$ cat src/rtl/datapath_ctrl_pkg.sv
// datapath_ctrl_pkg: shared FSM states, RV64 subset opcodes and the decoded-control record
package datapath_ctrl_pkg;
  typedef enum logic [3:0] {
    S_IDLE, S_INIT, S_FETCH, S_DECODE, S_EXEC, S_MEM, S_WB, S_PCUPD, S_HALT
  } state_t;
  typedef enum logic [1:0] {K_NOP, K_WB, K_MEM, K_BR} kind_t;
  localparam logic [6:0] OP_LOAD = 7'b0000011;
  localparam logic [6:0] OP_STORE = 7'b0100011;
  localparam logic [6:0] OP_OP = 7'b0110011;
  localparam logic [6:0] OP_IMM = 7'b0010011;
  localparam logic [6:0] OP_BRANCH = 7'b1100011;
  localparam logic [2:0] F3_BEQ = 3'b000;
  localparam logic [2:0] F3_BNE = 3'b001;
  localparam logic [2:0] F3_BLT = 3'b100;
  localparam logic [2:0] F3_BGE = 3'b101;
  localparam logic [2:0] F3_BLTU = 3'b110;
  localparam logic [2:0] F3_BGEU = 3'b111;
  localparam logic [2:0] F3_DWORD = 3'b011;
  localparam logic [2:0] F3_ADD = 3'b000;
  localparam logic [6:0] F7_ADD = 7'b0000000;
  localparam logic [6:0] F7_SUB = 7'b0100000;
  typedef struct packed {
    kind_t kind;
    logic [4:0] ra;
    logic [4:0] rb;
    logic [4:0] rw;
    logic [63:0] imm;
    logic [63:0] br_off;
    logic [2:0] funct3;
    logic d0;
    logic d1;
    logic d2;
    logic sub;
  } dec_t;
  function automatic logic [63:0] sext12(input logic [11:0] v);
    return {{52{v[11]}}, v};
  endfunction
endpackage

$ cat src/rtl/datapath_ctrl_decode.sv
// datapath_ctrl_decode: combinational IR decode into datapath selects plus a legal-encoding flag
module datapath_ctrl_decode import datapath_ctrl_pkg::*; #(
  parameter int BR_SHIFT = 2
) (
  input logic [31:0] ir,
  output dec_t dec,
  output logic legal
);
  logic [6:0] op, f7;
  logic [2:0] f3;
  logic [4:0] rd, rs1, rs2;
  logic [63:0] b_imm;
  assign {f7, rs2, rs1, f3, rd, op} = ir;
  assign b_imm = {{51{ir[31]}}, ir[31], ir[7], ir[30:25], ir[11:8], 1'b0};
  // Anything not matched below stays all-zero and is flagged illegal (retired as NOP or trapped)
  always_comb begin
    dec = '0;
    legal = 1'b0;
    if (op == OP_LOAD && f3 == F3_DWORD) begin
      legal = 1'b1;
      dec.kind = K_WB;
      dec.ra = rs1;
      dec.rw = rd;
      dec.imm = sext12(ir[31:20]);
      dec.d0 = 1'b1;
      dec.d1 = 1'b1;
      dec.d2 = 1'b1;
    end else if (op == OP_STORE && f3 == F3_DWORD) begin
      legal = 1'b1;
      dec.kind = K_MEM;
      dec.rb = rs1;
      dec.ra = rs2;
      dec.imm = sext12({f7, rd});
      dec.d0 = 1'b1;
      dec.d2 = 1'b1;
    end else if (op == OP_OP && f3 == F3_ADD && (f7 == F7_ADD || f7 == F7_SUB)) begin
      legal = 1'b1;
      dec.kind = K_WB;
      dec.ra = rs1;
      dec.rb = rs2;
      dec.rw = rd;
      dec.d1 = 1'b1;
      dec.sub = f7[5];
    end else if (op == OP_IMM && f3 == F3_ADD) begin
      legal = 1'b1;
      dec.kind = K_WB;
      dec.ra = rs1;
      dec.rw = rd;
      dec.imm = sext12(ir[31:20]);
      dec.d0 = 1'b1;
      dec.d1 = 1'b1;
    end else if (op == OP_BRANCH && f3 != 3'b010 && f3 != 3'b011) begin
      legal = 1'b1;
      dec.kind = K_BR;
      dec.ra = rs1;
      dec.rb = rs2;
      dec.d1 = 1'b1;
      dec.sub = 1'b1;
      dec.funct3 = f3;
      dec.br_off = $signed(b_imm) >>> BR_SHIFT;
    end
  end
endmodule

$ cat src/rtl/datapath_ctrl.sv
// datapath_ctrl: multi-cycle RV64-subset control FSM for the 64-bit datapath; DATAPATH_CTRL_TRAP_EN halts on illegal encodings
module datapath_ctrl import datapath_ctrl_pkg::*; #(
  parameter logic [63:0] RESET_PC = 64'd0,
  parameter logic [63:0] PC_STEP = 64'd1,
  parameter int BR_SHIFT = 2
) (
  input logic clk,
  input logic reset,
  input logic start,
  output logic busy,
  output logic halted,
  input logic [31:0] saida_IR,
  input logic BEQ,
  input logic BNE,
  input logic BLT,
  input logic BGE,
  input logic BLTU,
  input logic BGEU,
  output logic we,
  output logic we_ram,
  output logic load_PC,
  output logic load_IR,
  output logic [63:0] PCres,
  output logic [63:0] somador_PC,
  output logic [4:0] Ra,
  output logic [4:0] Rb,
  output logic [4:0] Rw,
  output logic [63:0] entrada_mux_add_sub,
  output logic decisor0,
  output logic decisor1,
  output logic decisor2,
  output logic decisor3,
  output logic somador_subtrator,
  output logic [31:0] instr_count
);
  state_t state, state_nx;
  dec_t dec, ctrl;
  logic legal, taken;
  datapath_ctrl_decode #(.BR_SHIFT(BR_SHIFT)) u_decode (.ir(saida_IR), .dec(dec), .legal(legal));
  assign taken = ctrl.funct3 == F3_BEQ ? BEQ :
                 ctrl.funct3 == F3_BNE ? BNE :
                 ctrl.funct3 == F3_BLT ? BLT :
                 ctrl.funct3 == F3_BGE ? BGE :
                 ctrl.funct3 == F3_BLTU ? BLTU :
                 ctrl.funct3 == F3_BGEU ? BGEU : 1'b0;
  // State register
  always_ff @(posedge clk) state <= reset ? S_IDLE : state_nx;
  // Next-state: start is only honoured while idle or halted
  always_comb begin
    state_nx = state;
    case (state)
      S_IDLE, S_HALT: state_nx = start ? S_INIT : state;
      S_INIT: state_nx = S_FETCH;
      S_FETCH: state_nx = S_DECODE;
`ifdef DATAPATH_CTRL_TRAP_EN
      S_DECODE: state_nx = legal ? S_EXEC : S_HALT;
`else
      S_DECODE: state_nx = S_EXEC;
`endif
      S_EXEC: state_nx = ctrl.kind == K_WB ? S_WB : ctrl.kind == K_MEM ? S_MEM : S_PCUPD;
      S_MEM, S_WB: state_nx = S_PCUPD;
      S_PCUPD: state_nx = S_FETCH;
      default: state_nx = S_IDLE;
    endcase
  end
  // Selects latch in DECODE, branch offset resolves in EXEC once flags settle, count on retire
  always_ff @(posedge clk) begin
    if (reset) begin
      ctrl <= '0;
      somador_PC <= PC_STEP;
      instr_count <= '0;
    end else begin
      if (state == S_DECODE) ctrl <= legal ? dec : '0;
      if (state == S_EXEC) somador_PC <= (ctrl.kind == K_BR && taken) ? ctrl.br_off : PC_STEP;
      if (state == S_PCUPD) instr_count <= instr_count + 32'd1;
    end
  end
  // Per-state strobes, masked during reset so an interrupted WB/MEM never pulses
  always_comb begin
    busy = state != S_IDLE && state != S_HALT;
    halted = state == S_HALT;
    we = !reset && state == S_WB && ctrl.rw != 5'd0;
    we_ram = !reset && state == S_MEM;
    load_PC = !reset && (state == S_INIT || state == S_PCUPD);
    load_IR = !reset && state == S_FETCH;
    decisor3 = !reset && state == S_PCUPD;
  end
  assign PCres = RESET_PC;
  assign Ra = ctrl.ra;
  assign Rb = ctrl.rb;
  assign Rw = ctrl.rw;
  assign entrada_mux_add_sub = ctrl.imm;
  assign decisor0 = ctrl.d0;
  assign decisor1 = ctrl.d1;
  assign decisor2 = ctrl.d2;
  assign somador_subtrator = ctrl.sub;
endmodule

$ cat config.mk
export PLATFORM = sky130hd
export DESIGN_NAME = datapath_ctrl
export DESIGN_NICKNAME = d
export VERILOG_FILES = /design/src/rtl/datapath_ctrl_pkg.sv /design/src/rtl/datapath_ctrl_decode.sv /design/src/rtl/datapath_ctrl.sv
export SDC_FILE = /design/constraint.sdc
export NUM_CORES = 1
export LEC_CHECK = 0
export CORE_UTILIZATION = 40
export DETAILED_ROUTE_END_ITERATION = 8
export GPL_TIMING_DRIVEN = 0
export PLACE_DENSITY = 0.77
export RECOVER_POWER = 50
export SETUP_SLACK_MARGIN = 0.2
export SLEW_MARGIN = 20
export SYNTH_ARGS = -nofsm -noshare
export SYNTH_HDL_FRONTEND = slang
export SYNTH_HIERARCHICAL = 1
export SYNTH_SLANG_ARGS = --single-unit
export TNS_END_PERCENT = 10
$ cat constraint.sdc
create_clock -name clk -period 5.3 [get_ports clk]
set_input_delay 0.795 -clock clk [delete_from_list [all_inputs] [get_ports clk]]
set_output_delay 0.795 -clock clk [all_outputs]
set_load 0.01 [all_outputs]
== Word-level counts from Yosys, hierarchy flattened ==
Cells that the tools add are included.

* Register bits after elaboration: 252
* Bits of input ports: 41
* Logic and storage cells: 111
* Output and inout port bits: 250

* Add/sub/neg operators: 1
* Muxes and demuxes: 42
* Reduce and logical (&&, ||, !) cells: 27
* Equal/unequal tests: 27

{| class="wikitable"
|+ Operators with widths
! cell !! count
|-
| $mux W67 || 4
|-
| $mux W152 || 1
|-
| $mux W69 || 2
|-
| $mux W132 || 1
|-
| $mux W64 || 2
|-
| $add A32 B1 Y32 const B || 1
|-
| $mux W12 || 2
|-
| $pmux W4 S6 || 1
|-
| $eq A7 B6 Y1 const B || 3
|-
| $mux W1 || 19
|-
| $mux W17 || 1
|-
| $eq A4 B3 Y1 const B || 4
|-
| $logic_and A1 B1 Y1 || 15
|-
| $mux W5 || 3
|-
| $mux W7 || 2
|-
| $eq A3 B3 Y1 const B || 4
|-
| $eq A4 B2 Y1 const B || 2
|-
| $eq A7 B2 Y1 const B || 1
|-
| $eq A7 B5 Y1 const B || 1
|-
| $eq A7 B7 Y1 const B || 1
|-
| $logic_not A7 Y1 || 1
|-
| $logic_not A3 Y1 || 2
|-
| $ne A3 B2 Y1 const B || 2
|-
| $reduce_or A2 Y1 || 3
|-
| 16 further kinds || 19
|}

== Longest topological paths before layout ==
* Depth in word-level cells: 9
* Gate-level depth with buffers: 10
* Depth with buffers taken out: 6

== Cells and area by module ==
The synthesis kept the hierarchy.

{| class="wikitable"
|+ Modules (own cells, without submodules)
! module !! area an instance (sq um) !! instances !! cells an instance !! sequential area each (sq um)
|-
| datapath_ctrl || 10187.3 || 1 || 1184 || 5024.8
|-
| datapath_ctrl_decode || 1346.3 || 1 || 181 || 0.0
|}

== Least setup slack after synthesis ==
OpenSTA, ideal clock, no wires.

* Path kind: input -> register
* From: input saida_IR[14]
* To: register ctrl, in the netlist entrada_mux_add_sub[63]
* Slack: 2.125 ns
* Path buffers: 1
* Stages on the path: 6
* Arrival: 3.105 ns
* Library setup time: 0.070 ns
* Path through: or4b_4 o21ai_1 and3_1 buf_4 nand3_1 a21oi_1

{| class="wikitable"
|+ RTL lines
! what !! line !! RTL
|-
| from (decl) || datapath_ctrl.sv:12 || <nowiki>input logic [31:0] saida_IR,</nowiki>
|-
| to (signal assigned) || datapath_ctrl.sv:73 || <nowiki>if (state == S_DECODE) ctrl <= legal ? dec : '0;</nowiki>
|-
| to (decl) || datapath_ctrl.sv:37 || <nowiki>dec_t dec, ctrl;</nowiki>
|}

== Final worst setup path ==
* From: input saida_IR[14]
* To: register ctrl, in the netlist entrada_mux_add_sub[4]

* Cells in the longest elaborated chain, start to end: 9

{| class="wikitable"
|+ RTL lines
! what !! line !! RTL
|-
| $ne A3 B2 Y1 || datapath_ctrl_decode.sv:52 || <nowiki>end else if (op == OP_BRANCH && f3 != 3'b010 && f3 != 3'b011) begin</nowiki>
|-
| $logic_and A1 B1 Y1 (2 in a row) || datapath_ctrl_decode.sv:52 ||
|-
| $mux W1 || datapath_ctrl_decode.sv:52 ||
|-
| $mux W1 || datapath_ctrl_decode.sv:44 || <nowiki>end else if (op == OP_IMM && f3 == F3_ADD) begin</nowiki>
|-
| $mux W1 || datapath_ctrl_decode.sv:36 || <nowiki>end else if (op == OP_OP && f3 == F3_ADD && (f7 == F7_ADD || f7 == F7_SUB)) begin</nowiki>
|-
| $mux W1 || datapath_ctrl_decode.sv:28 || <nowiki>end else if (op == OP_STORE && f3 == F3_DWORD) begin</nowiki>
|-
| $mux W1 (*) || datapath_ctrl_decode.sv:19 || <nowiki>if (op == OP_LOAD && f3 == F3_DWORD) begin</nowiki>
|-
| via legal || datapath_ctrl.sv:38 || <nowiki>logic legal, taken;</nowiki>
|-
| $mux W152 (*) || datapath_ctrl.sv:73 ||
|}

Mark *: on every way through the listed nets, which the timed path passes. The rest lies on a longest branch.
A chain may end at the register's enable or synchronous reset.

==> run summary <==
=========================================================================================
Worst slack at placement                                                         0.661 ns
Number of antenna violations at the first check in global routing                       4
Gate Count Post-Synth                                                               1,365
Finished Cell Area                                                           15,600 sq um
Number of resized instances in the post-cts repair step                                 0
Clock buffer depth                                                                      3
Clock slew seen by the registers of the worst setup and hold paths                0.06 ns
GRT Resource Usage Total                                                            0.207
Final total negative setup slack                                                     0 ns
Hold buffers post-CTS                                                                   0
Number of clock buffers inserted by TritonCTS                                          28
NetSw                                                                              952 uW
Combined area of all synthesized cells                                       11,500 sq um
Die span in x                                                                      172 um
Post-synth EDFFs                                                                        0
Post-synthesis sequential area ratio                                                0.436
Average footprint of a synthesized cell                                        8.45 sq um
Gp weighted congestion                                                              0.841
Wirelength per Cell                                                               14.9 um
Slew HR                                                                            -0.593
Power density of the placed cells                                             276 nW/um^2
Achievable Freq                                                                   248 MHz
Instance count after placement with tap cells included                              2,034
Synth-to-Final Area Change                                                          35.2%
Aggregate routed wire length                                                    31,200 um
Worst Skew                                                                      0.0126 ns
Core Box Area                                                                28,100 sq um
Count of port buffers added during placement                                          225
Unrepaired setup endpoints after global routing                                        no
Number of setup buffers added after CTS                                                 0
Largest cells by area after synthesis                                        dfxtp_1 (44%), buf_4 (16%), a21oi_1 (7.9%)
Required time of the critical path                                                5.76 ns
Final Instance Count excl. Fillers                                                  2,089
GR Overflow Total                                                                       0
Endpoint type of the worst setup path                                            register
Share of total power in combinational logic                                         0.054
YS warnings                                                                             6
Switching share of power                                                            0.222
Multi-input gate area in the final layout                                      4450 sq um
Part of the power in registers                                                      0.440
Proportion of power drawn by the clock network                                      0.506
Number of max-cap violations                                                            1
Iteration-0 DRC count of the detailed router                                          621
Proportion of register bits with asynchronous set or reset after synthesis              0
Instance area at placement                                                   14,500 sq um
Biggest area consumer among synthesized cells                                     dfxtp_1
Post-layout nets                                                                    1,729
Violated checks                                                              max-capacitance violations, max-slew violations
Maximum VDD drop                                                                   208 uV
Static leakage power                                                              6.60 nW
Final Slew Violations                                                                  11
Crit start category                                                          primary input
Worst-case setup margin in the final layout                                       1.27 ns
Detailed placement HPWL                                                         22,900 um
Vertical die dimension                                                             172 um
Distinct cells, synth                                                                  53
Clock tree from TritonCTS                                                           built
Insertion delay of the later-clocked pin in the worst-skew pair                   0.54 ns
Fraction of layout instances using a drive strength above 1                         0.190
Fill count                                                                          2,579
Number of detailed-route iterations in the first pass                                   7
Shortest period the worst path allows                                             4.03 ns
Number of DRC violations after detailed routing                                         0
R2R Setup Slk                                                                     1.83 ns
Via count of the first global-routing pass                                          9,404
Maximum number of pins on one net before global-route repair                           45
Via count                                                                          10,200
Number of clock sinks seen by CTS                                                     251
Global-route wire length before repair                                          49,000 um
Register Area                                                                  5020 sq um
Worst setup path category                                                          in2reg
Effective utilization at floorplan                                                  0.411
Most frequently used flop master after synthesis                                  dfxtp_1
Class of the tightest hold or removal check                                       reg2reg
Maximum level of the CTS H-tree                                                         1
Total count of hold-check failures in the final report                                  0
Internal Dissipation                                                              3.35 mW
Signal arrival time at the worst endpoint                                         4.49 ns
Vias per Instance                                                                    4.90
Outcome                                                                      finished with violations
Clk Tree Root Cell                                                              clkbuf_16
Number of flip-flops and latches in the synthesized netlist                           251
Critical Path Fanout Max                                                               10
Fin crit share                                                                      0.760
Share of Yosys cell area claimed by the top area cell type                          0.436
HP Start                                                                         decisor1
Total chip power                                                                  4.30 mW
Final setup fails                                                                       0
Die ar.                                                                      29,500 sq um
Startpoint of the worst-slack reg-to-reg timing path                              ctrl[4]
Critical path startpoint                                                     saida_IR[14]
IO Pins                                                                               291
ANT nets after route                                                                    0
Site Rows                                                                              61
Transition time at the pin with the least slew margin                             2.37 ns
=========================================================================================
[layout make-up]
type	instances	area share
tap	378	0.0303
multi-input combinational	825	0.286
clock buffer	35	0.0492
buffer	344	0.144
inverter	9	0.00217
clock inverter	17	0.0181
timing repair buffer	228	0.148
antenna	2	0.000321
sequential	251	0.322
[worst paths after layout]
path                            end  depth (start not counted)
max          entrada_mux_add_sub[4]                         10
min                        decisor1                          2
max reg2reg          somador_PC[61]                          5
min reg2reg                decisor1                          2
[cells in the mapped netlist (2+ instances only)]
master,count
or3b_2,2
nand2b_1,3
or4b_2,2
and3_1,12
nor4b_1,2
clkbuf_1,87
buf_2,5
o21ai_0,10
nand4bb_1,2
xor2_1,5
nand2_1,170
or3_1,11
xnor2_1,4
and2_1,23
nor4_1,2
dfxtp_1,251
nand3_1,163
inv_1,9
nor3_1,5
nor2_1,18
o41ai_1,4
and4_1,4
a21oi_1,183
buf_4,250
or2_2,3
or4_1,10
nand4_1,12
o31ai_1,10
or4b_1,2
a22o_1,78
[cell families after synthesis]
kind of cell,share of synthesized area
AO/OA/AOI/OAI,0.157
buffers and inverters,0.198
XOR/XNOR,0.00683
adder cells (fa/ha/maj),0.00108
multiplexers,0.00293
flip-flops,0.436
AND/OR/NAND/NOR,0.198
other,0.000325
[power groups by stage]
stage	registers [mW]	clock network, mW	logic [mW]
after floorplan	1.93	0	0.146
after global placement	1.93	0	0.225
after detailed placement	1.93	0	0.229
after CTS	1.89	2.23	0.230
after global routing	1.89	2.30	0.255
final	1.89	2.18	0.232
[sequential cells by signal, summed over array words and instances, names as in the netlist]
signal	count
decisor2	1
ctrl	69
decisor1	1
decisor0	1
state	3
Ra	5
somador_subtrator	1
entrada_mux_add_sub	64
Rb	5
instr_count	32
somador_PC	64
Rw	5
[layout by cell type (no fill, tap or decap), types with 11 or more instances in the layout]
cell type	Yosys	routed
and2_1	23	22
or3_1	11	11
clkbuf_1	87	91
nand2_1	170	170
clkdlybuf4s50_1	0	44
nand3_1	163	163
nor2_1	18	18
clkbuf_16	0	28
conb_1	1	65
nand4_1	12	13
a22o_1	78	78
and3_1	12	11
buf_4	250	250
dlygate4sd3_1	0	181
a21oi_1	183	183
dfxtp_1	251	251
[routing by layer]
layer / wire (um) / track usage / up-vias
li1: - / - / 5072
met1: 13700 / 0.269 / 4802
met2: 14600 / 0.337 / 298
met3: 2230 / 0.0490 / 55
met4: 763 / 0.0666 / 2
met5: 12 / 0 / -
[worst max-delay path: stages]
cell and delay (ns):
clkdlybuf4s50_1 0.58, nand2b_1 0.17, or3b_2 0.47, a21oi_1 0.54
or2_2 0.22, clkbuf_1 0.43, clkbuf_1 0.53, clkbuf_1 0.43
nand3_1 0.12, a21oi_1 0.19
[per-stage QoR]
step	utilization	hold WS, ns
final	0.555	0.448
after global routing	0.555	0.469
after CTS	0.555	0.450
after detailed placement	0.518	0.444
after global placement	0.516	0.439
after floorplan	-	0.425
No activity file was read; power rests on OpenSTA's default activity.
==> edit 1, RTL diff (config.mk and constraints unchanged) <==
The option `DATAPATH_CTRL_TRAP_EN` is turned on by a define.
--- a/src/rtl/datapath_ctrl.sv
+++ b/src/rtl/datapath_ctrl.sv
@@ -1,3 +1,5 @@
 // datapath_ctrl: multi-cycle RV64-subset control FSM for the 64-bit datapath; DATAPATH_CTRL_TRAP_EN halts on illegal encodings
+`define DATAPATH_CTRL_TRAP_EN
+
 module datapath_ctrl import datapath_ctrl_pkg::*; #(
   parameter logic [63:0] RESET_PC = 64'd0,
Formal check against the unedited RTL: same outputs for any inputs over 4 cycles, from zero or initial values and one cycle with reset high; that may be too few to reach the edited logic, so the function may still have changed.
==> edit 1 against the original RTL <==
  * Maximum frequency shrank 4.5%
  * Wire length grew 0.17%
  * Synthesized area grew 0.84%
  * Combinational power shrank 5%
  * Total power shrank 4.6%
  * Largest cell class unchanged
  * Largest power group unchanged
  * Critical endpoint is now entrada_mux_add_sub[14]
  * Design area is essentially flat
  * Sequential cell count grew 1
  * Setup slack lost 0.19 ns
  * Critical path type unchanged
==> edit 1: results (changes against the original RTL) <==
status: "finished, final reports clean"
tightest_slew_ns: 0.9014  # -1.466 ns
clk_pin_slew_worst_paths_ns: 0.07
wl_um: 31280  # +0.17%
drive_above_1_share: 0.1870  # -0.003216
slowest_delay_ns: 0.64  # +0.06 ns
async_flop_share: 0  # unchanged
hold_class: "reg -> reg"
tns_ns: 0  # unchanged
gp_congestion: 0.8604  # +2.3%
grt_max_degree: 43  # -4.4%
p_sw_uw: 924.5  # -2.9%
arrival_ns: 4.67  # +0.18 ns
dp_hpwl_um: 22960  # +0.38%
via_count: 10130  # -0.96%
largest_reg_flops: 69  # unchanged
nNetsFinal: 1738  # +0.52%
first_global_vias: 9684  # +3.0%
cts-root-buf: "clkbuf_16"
htree_num_levels: 1  # unchanged
powerSeq_uw: 1900
netlist_top_cells_area: "dfxtp_1, buf_4, a21oi_1"
p_comb_uw: 220  # -5%
insertion_delay_ns: 0.55
top_register: "ctrl"
fin_skew_ns: 0.01309  # +0.0004644 ns
drt_iter0_markers: 452  # -27%
antenna_found_initial: 5  # +1
top_power_group: "the clock network"
grt_pass1_wl_um: 50050  # +2.1%
ys_warn_count: 6  # unchanged
cpMaxStageDelayCell: "clkbuf_1"
post_cts_buffers: 0  # unchanged
synthFlopType: "dfxtp_1"
cellLeakagePower_uw: 0.006617  # +0.24%
max-vdd-ir-drop_v: 0.0002208  # +6.1%
ys_top_cells_by_count: "dfxtp_1, buf_4, a21oi_1"
critical-path-top-delay-family: "buffers and inverters"
portBuffers: 226  # +0.44%
cts.repair.resized: 0  # unchanged
place_ws_ns: 0.5860  # -0.07500 ns
drt-pass1-iter-count: 5  # -2
grt_usage: 0.2044  # -0.002415
cp_max_fo: 10  # unchanged
cts_buffers: 27  # -3.6%
synth_cell_types: 51  # -3.8%
fill_cells: 2549  # -1.2%
cts_buffer_depth: 3  # unchanged
yosysSeqAreaShare: 0.4338  # -0.001888
edit 1: logic make-up after synthesis:
logic type,Yosys count,synth area share
flops,252,0.4338
buf+inv,354,0.1971
xor+xnor,12,0.009037
other cells,1,0.0003224
mux,7,0.007746
compound gates,278,0.1500
fa+ha+maj,1,0.001076
simple gates,471,0.2010
edit 1: layer usage:
layer / GRT usage / share of wire
met5: 0 / 0.0013
met4: 0.07031 / 0.031
met3: 0.06852 / 0.085
met2: 0.3382 / 0.46
met1: 0.2468 / 0.42
edit 1: stage by stage:
step / area, µm² / cells / total power, µW / hold slack [ns]
CTS: 15600 / 2101 / 4134 / 0.4476
global route: 15590 / 2101 / 4239 / 0.4663
detailed placement: 14660 / 2051 / 2157 / 0.4431
global placement: 14610 / 2049 / 2155 / 0.4334
floorplan: 11870 / 1439 / 2077 / 0.4258
finish: 15600 / 2103 / 4101 / 0.4464
edit 1: path summary, 6_finish.rpt:
check        cells past startpoint        start                       to  slack (ns)
max                             10  saida_IR[6]  entrada_mux_add_sub[14]        1.08
min                              2      ctrl[7]            somador_PC[0]        0.45
max reg2reg                      6     state[1]           somador_PC[31]        2.53
min reg2reg                      2      ctrl[7]            somador_PC[0]        0.45
edit 1: area by class of cell:
| cell class | instances | area [µm²] | area share |
|---|---|---|---|
| inverter | 7 | 26.28 | 0.001685 |
| sequential | 252 | 5045 | 0.3235 |
| antenna | 2 | 5.005 | 0.0003209 |
| tap | 384 | 480.5 | 0.03081 |
| clock buffer | 36 | 749.5 | 0.04805 |
| clock inverter | 14 | 193.9 | 0.01243 |
| timing repair buffer | 228 | 2310 | 0.1481 |
| multi-input combinational | 833 | 4532 | 0.2906 |
| buffer | 347 | 2255 | 0.1446 |
==> edit 2, RTL diff (same settings) <==
Made on the original files. Put a register stage on the outputs `Ra`, `Rb`, `Rw`, `entrada_mux_add_sub`, `decisor0`, `decisor1`, `decisor2` and `somador_subtrator`, with the module's reset. The values now appear one clock later. The other outputs are not delayed to match.
--- a/src/rtl/datapath_ctrl.sv
+++ b/src/rtl/datapath_ctrl.sv
@@ -87,12 +87,25 @@
   end
   assign PCres = RESET_PC;
-  assign Ra = ctrl.ra;
-  assign Rb = ctrl.rb;
-  assign Rw = ctrl.rw;
-  assign entrada_mux_add_sub = ctrl.imm;
-  assign decisor0 = ctrl.d0;
-  assign decisor1 = ctrl.d1;
-  assign decisor2 = ctrl.d2;
-  assign somador_subtrator = ctrl.sub;
+  always_ff @(posedge clk) begin
+    if (reset) begin
+      Ra                  <= '0;
+      Rb                  <= '0;
+      Rw                  <= '0;
+      entrada_mux_add_sub <= '0;
+      decisor0            <= '0;
+      decisor1            <= '0;
+      decisor2            <= '0;
+      somador_subtrator   <= '0;
+    end else begin
+      Ra                  <= ctrl.ra;
+      Rb                  <= ctrl.rb;
+      Rw                  <= ctrl.rw;
+      entrada_mux_add_sub <= ctrl.imm;
+      decisor0            <= ctrl.d0;
+      decisor1            <= ctrl.d1;
+      decisor2            <= ctrl.d2;
+      somador_subtrator   <= ctrl.sub;
+    end
+  end
 endmodule
 
Function: no difference found for any inputs over 4 cycles, from zero or initial values and one cycle with reset high; that may be too few to reach the edited logic, so the function may still have changed.
==> edit 2 against the original RTL <==
  * Sequential cell count increased by 83
  * Combinational power grew 4%
  * Die area up 14%
  * Synthesized area up 14%
  * Synthesized cell count rose by 6.7%
  * Wire length increased by 9.2%
  * Setup slack worse by 0.48 ns
  * Total power up 24%
  * Design area grew 12%
  * Largest power group unchanged
==> edit 2: results (changes against the original RTL) <==
place_area_mm2: 0.01620  # +11%
wire_per_inst_um: 15.16  # +1.4%
fin_cells: 2250  # +7.7%
htree_num_levels: 2  # +1
first_global_vias: 10320  # +9.7%
placed_cells: 2183  # +7.3%
gp_congestion: 0.8382  # -0.37%
ys_top_cells_by_count: "dfxtp_1, nand2_1, buf_4"
synth_cell_types: 50  # -5.7%
viasPerCell: 4.724  # -3.5%
hold_slack_ns: 0.4490  # +0.001011 ns
synth.avg_cell_area_um2: 9.007  # +6.6%
max-vdd-ir-drop_v: 0.0002161  # +3.9%
nNetsFinal: 1828  # +5.7%
drt_iter0_markers: 624  # +0.48%
synthMuxAreaShare: 0.009344  # +0.006415
synth_compound_area_frac: 0.09754  # -0.05976
met2_usage: 0.3376  # +0.001082
fin_crit_sh: 0.8505  # +0.09089
wl_met2_um: 15670  # +7.6%
synthAdderAreaFrac: 0.0009535  # -0.0001314
insertion_delay_ns: 0.52  # -0.02 ns
min-delay-start: "ctrl[64]"
ff2ff_path_depth: 7  # +2
r2r-start: "state[1]"
netlist_top_cells_area: "dfxtp_1, buf_4, nand2_1"
status: "finished, final reports clean"
grt_usage: 0.2026  # -0.004193
place_ws_ns: 0.4564  # -0.2046 ns
dp_hpwl_um: 24700  # +8.0%
async_flop_share: 0  # unchanged
postLayoutCoreUtil: 0.5470  # -0.008038
r2r-end: "ctrl[106]"
reg2reg_slack_ns: 2.73  # +0.90 ns
hold_class: "reg -> reg"
cts_buffers: 36  # +29%
drt-pass1-iter-count: 5  # -2
yosysSeqAreaShare: 0.5095  # +0.07387
gr-usage-met1: 0.2458  # -0.02281
busiest_layer: "met2"
hold_end: "ctrl[64]"
cp-endpoint: "decisor3"
synth-xor-area-share: 0.008009  # +0.001175
arrival_ns: 3.71  # -0.78 ns
slew_headroom: 0.2264  # +0.8194
grt_pass1_wl_um: 53970  # +10%
cpMaxStageDelayCell: "dlygate4sd3_1"
wl_met1_um: 14310  # +4.7%
startpoint: "reset"
fill_cells: 2893  # +12%
drive_above_1_share: 0.1535  # -0.03666
fin_skew_ns: 0.01669  # +0.004065 ns
use_met3: 0.06414  # +0.01513
edit 2: cell types whose count changed after synthesis, moves of 9 or more:
cell,delta
buf_2,+9
nand2_1,+80
buf_4,-78
dfxtp_1,+83
nor2b_1,+89
a21oi_1,-94
nor2_1,+12
clkbuf_1,-18
edit 2: where the power goes:
group	leakage (µW)	internal [µW]	total, µW	switching [µW]
combinational	0.00448	89.4	241	152
clock	0.000613	1590	2590	998
sequential	0.00269	2510	2510	2.13
total	0.00779	4190	5350	1150
edit 2: layout make-up:
cell class,instances,share of cell area
Buffer,267,0.09902
Inverter,8,0.001722
Clock buffer,47,0.05812
Clock inverter,16,0.01220
Multi-Input combinational cell,912,0.2823
Sequential cell,334,0.3834
Timing Repair Buffer,227,0.1314
Antenna cell,4,0.0005740
Tap cell,435,0.03121
edit 2: worst register-to-register path, delay by kind of cell, from the launching register on:
family	cells	cell delay, ns
simple gates	4	0.89
buf+inv	3	1.24
flops	1	0.36
